File: src/rtl/iter_rotate_shifter.sv
// Multi-cycle SRL/ROR/ROL unit: moves the operand one bit per clock and
// signals completion with a one-cycle Done pulse; the result holds until the next Start.
module iter_rotate_shifter #(
  parameter int WIDTH   = 16,
  parameter int SHAMT_W = 4
) (
  input  logic               clk,
  input  logic               rst,
  input  logic               Start,
  input  logic [WIDTH-1:0]   Shift_In,
  input  logic [SHAMT_W-1:0] Shift_Val,
  input  logic [1:0]         Mode,
  output logic               Busy,
  output logic               Done,
  output logic [WIDTH-1:0]   Shift_Out
);

  typedef enum logic [1:0] {
    IDLE  = 2'b00,
    SHIFT = 2'b01,
    DONE  = 2'b10
  } state_t;

  state_t             state;
  logic [SHAMT_W-1:0] count;
  logic [1:0]         mode_q;
  logic [WIDTH-1:0]   shift_next;

  // Reserved mode 11 falls into the default arm and behaves as SRL.
  always_comb begin
    shift_next = {1'b0, Shift_Out[WIDTH-1:1]};
    case (mode_q)
      2'b01:   shift_next = {Shift_Out[0], Shift_Out[WIDTH-1:1]};
      2'b10:   shift_next = {Shift_Out[WIDTH-2:0], Shift_Out[WIDTH-1]};
      default: shift_next = {1'b0, Shift_Out[WIDTH-1:1]};
    endcase
  end

  always_ff @(posedge clk or posedge rst) begin
    if (rst) begin
      state     <= IDLE;
      Shift_Out <= '0;
      count     <= '0;
      mode_q    <= 2'b00;
    end else begin
      case (state)
        IDLE, DONE: begin
          if (Start) begin
            Shift_Out <= Shift_In;
            count     <= Shift_Val;
            mode_q    <= Mode;
            state     <= (Shift_Val == '0) ? DONE : SHIFT;
          end else begin
            state <= IDLE;
          end
        end
        SHIFT: begin
          Shift_Out <= shift_next;
          count     <= count - SHAMT_W'(1);
          if (count == SHAMT_W'(1)) begin
            state <= DONE;
          end
        end
        default: state <= IDLE;
      endcase
    end
  end

  assign Busy = (state == SHIFT);
  assign Done = (state == DONE);

endmodule

File: config.mk
export PLATFORM = sky130hd
export DESIGN_NAME = iter_rotate_shifter
export DESIGN_NICKNAME = d
export VERILOG_FILES = /design/src/rtl/iter_rotate_shifter.sv
export SDC_FILE = /design/constraint.sdc
export NUM_CORES = 1
export LEC_CHECK = 0
export BUFFER_PORTS_ARGS = -buffer_cell sky130_fd_sc_hd__buf_4
export CAP_MARGIN = 20
export CORE_UTILIZATION = 54
export DETAILED_ROUTE_END_ITERATION = 16
export PLACE_DENSITY = 0.81
export SLEW_MARGIN = 20
export SYNTH_ARGS = -nofsm -noshare
export SYNTH_HDL_FRONTEND = slang
export SYNTH_SLANG_ARGS = --single-unit
File: constraint.sdc
create_clock -name clk -period 3.25 [get_ports clk]
set_clock_uncertainty 0.05 [all_clocks]
set_input_delay 0.325 -clock clk [delete_from_list [all_inputs] [get_ports clk]]
set_output_delay 0.325 -clock clk [all_outputs]
set_load 0.1 [all_outputs]
Yosys cells after proc, flatten, opt, wreduce, memory -nomap -nowiden
Cells that the tools add are included.
W data, S select, Z words.

word-level totals
  output and inout bits = 18
  register bits after elaboration = 24
  bits of input ports = 25

operators by class
  eq/ne operators = 7
  reduce and logical (&&, ||, !) cells = 6
  muxes and demuxes = 9
  add/subtract/negate cells = 1

operators with widths
  operator               count
  $pmux W16 S2           2
  $mux W16               1
  $pmux W4 S2            1
  $mux W2                3
  $eq A2 B1 Y1 const B   2
  $eq A2 B2 Y1 const B   2
  $eq A4 B1 Y1 const B   1
  $logic_not A4 Y1       1
  $mux W4                1
  $pmux W2 S2            1
  $reduce_and A2 Y1      2
  $sub A4 B1 Y4 const B  1
  $logic_not A2 Y1       1
  $ne A2 B1 Y1 const B   1
  $ne A2 B2 Y1 const B   1
  $reduce_bool A2 Y1     1
  $reduce_or A2 Y1       1

Longest topological paths before layout
  depth after elaboration = 4
  gate-level depth with buffers = 7
  gate-level depth less buffers = 5

Least setup slack after synthesis
OpenSTA, ideal clock, no wires.

  path type = reg-to-output
  start point = register state[0]
  end point = output port Done
  required time = 2.875 ns
  slack = 0.972 ns
  data arrival time = 1.903 ns
  cell stages (with the launch flop) = 3
  path buffers = 1
  cell sequence = dfrtp_1 -> buf_2 -> nor2b_1

on the way
  longest elaborated chain between the ends = 1

ends and longest elaborated chain
  item                      line  source
  start: declaration        24    state_t state;
  start signal: assignment  52    state <= (Shift_Val == '0) ? DONE : SHIFT;
  $eq A2 B2 Y1              70    assign Done = (state == DONE);
  end: declaration          14    output logic Done,

No other way between the ends.

Final worst setup path
  start point = register state[0]
  end point = output port Busy

on the way
  longest elaborated chain between the ends = 1

ends and longest elaborated chain
  item              line  source
  $eq A2 B1 Y1      69    assign Busy = (state == SHIFT);
  end: declaration  13    output logic Busy,

No other way between the ends.

==> metrics.txt <==
share of layout cells above drive strength 1 28.9%; post-CTS resize count 0; Mapped Cells 138; Worst-Margin Slew 0.921 ns; CTS root buf clkbuf_4; Synth area leaders dfrtp_1 43%, mux2_1 8.8%, a221oi_1 8.1%; pin count of the biggest net entering global routing 25; CP max stage delay 0.83 ns; Mapped Area 1410 µm²; Antenna Violating Nets Remaining 0; gr ovfl total 0; met3 GRT Util 3.16%; worst skew pair latency 0.31 ns; status finished clean; Initial Util 56.9%; Max Freq 412 MHz; vias in the first global route 1187; Synth Net Count 167; clk sink count 24; die area 2820 µm²; Max Slew Vio Count 0; Area Overhead vs Synth 21.7%; sequential element share of the synthesized area 42.6%; WP data arrival 2.05 ns; crit-path cells nand2b_2 > inv_2 > buf_4; Reg clk slew, reported paths 0.14 ns; setup violators final 0; slew margin rel. 38.6%; HPWL after DPL 2270 µm; port bufs 42; Worst setup SP type flop; post-synth top area cell dfrtp_1; NumNets Final 203; Final Hold Viols 0; routing usage on met1 35.9%; count leader, synth dfrtp_1; synthesis-stage register bit count 24; chip width 53.1 µm; hold-fix buffer count after cts 0; GRT busiest layer met2; detailed-route via count 1263; initial antenna violation count 0; Crit Path Class flop to output pin; Worst Path Required 2.87 ns; Num CTS Buffers 3; average cell area after synthesis 10.2 µm²; Die Ht 53.1 µm; CTS tree yes; Setup Fix Bufs, Post-CTS 0; Main synth FF type dfrtp_1; CP max-delay cell dfrtp_1; Seq. cell area 601 µm²; maxcap violations 0; # fillers 200; CP Capture Type output pin; synth cell count leaders 24 x dfrtp_1, 13 x a221oi_1, 12 x o22ai_1; Synth top area share 42.6%; DRC 0; first-pass GRT wire length 5420 µm; DRT iter0 DRCs 22; critical path peak fanout 22; Post-synth EDFFs 0; setup TNS 0 ns; GRT Total Usage 26.3%; post-layout min period 2.43 ns; Synth cell types 34; Min-Delay Path Class primary input to asynchronous set/reset pin; # H-tree levels 1; Cell Rows 18; Placer Congestion 0.923; Ant. Diodes 0; GRT met2 Usage 43.0%; area of the multi-input gates 693 µm²; via/cell ratio 6.22; RSZ-0062 raised after global routing no; Async SR Flop Fraction 100%; post-DR wirelength/cell 15.8 µm; Ports 43; Final Cycle Share 74.7%; Core Footprint 2480 µm²; overall routed net length 3200 µm; Syn. warnings 0; Longest Clk Path Bufs 2; TritonRoute pass-1 iters 4
registers in the layout, summed over array words and instances, names as in the netlist:
name       flops
count          4
mode_q         2
Shift_Out     16
state          2
area by class of cell:
cell class | count | share of cell area [%]
multi-input cells | 94 | 40.4
inverters | 9 | 1.97
well taps | 30 | 2.19
repair buffers | 42 | 18.4
clock buffers | 4 | 2.11
flip-flops and latches | 24 | 35.0
layout by cell type, fill, tap and decap left out:
master,count
a221o_1,2
a22o_1,1
clkbuf_4,3
a311oi_1,2
nor4_1,1
nand2b_2,1
or3_1,1
nor2_1,11
nand2b_1,1
and3_1,1
dfrtp_1,24
inv_1,8
a221oi_1,13
and2b_1,1
a211oi_1,3
or2_1,1
a31oi_1,1
nor3_1,3
clkbuf_8,1
o22ai_1,12
ha_1,4
mux2_1,11
buf_4,42
o21ai_1,3
inv_2,1
o221a_2,2
nand2_1,7
nor3b_1,1
o211ai_1,1
o311ai_1,1
nor2b_1,5
a22oi_1,2
o221ai_1,1
o32ai_1,1
metrics by stage:
step / cell area, µm² / util, % / instances / hold slack [ns] / setup slack [ns]
2_1_floorplan: 1410 / - / 138 / 0.290 / 0.972
3_3_place_gp: 1680 / 67.8 / 199 / 0.490 / 1.27
3_5_place_dp: 1680 / 67.8 / 199 / 0.499 / 1.22
4_1_cts: 1720 / 69.3 / 203 / 0.166 / 0.857
5_1_grt: 1720 / 69.3 / 203 / 0.170 / 0.666
6_report: 1720 / 69.3 / 203 / 0.148 / 0.822
per-layer routing:
layer	vias up	routed length, µm
met1	616	1460
li1	604	-
met4	0	21
met2	41	1560
met3	2	152
met5	-	0
critical path: cells and delay by family (launching register included):
family	cells	cell delay, ns
buf+inv	2	0.50
simple gates	1	0.40
flops	1	0.83
final timing paths:
check	cells past startpoint	startpoint	slack [ns]	endpoint
worst max register to register	3	state[0]	1.38	Shift_Out[14]
worst min register to register	2	mode_q[0]	0.52	mode_q[0]
min in group clk	3	Mode[0]	0.16	mode_q[0]
max in group asynchronous	2	rst	2.44	Shift_Out[4]
worst min-delay path	2	rst	0.15	Shift_Out[9]
worst max-delay path	3	state[0]	0.82	Busy
kinds of logic (layout without fill, tap and decap cells):
family	Yosys count	count (layout)	synth area share, %
buf+inv	20	55	8.25
mux	11	11	8.78
flops	24	24	42.6
simple gates	34	34	12.0
compound gates	45	45	24.8
fa+ha+maj	4	4	3.55
Power is not shown: default switching activity piles up to over one toggle a cycle in this logic, so the estimate is an artifact.
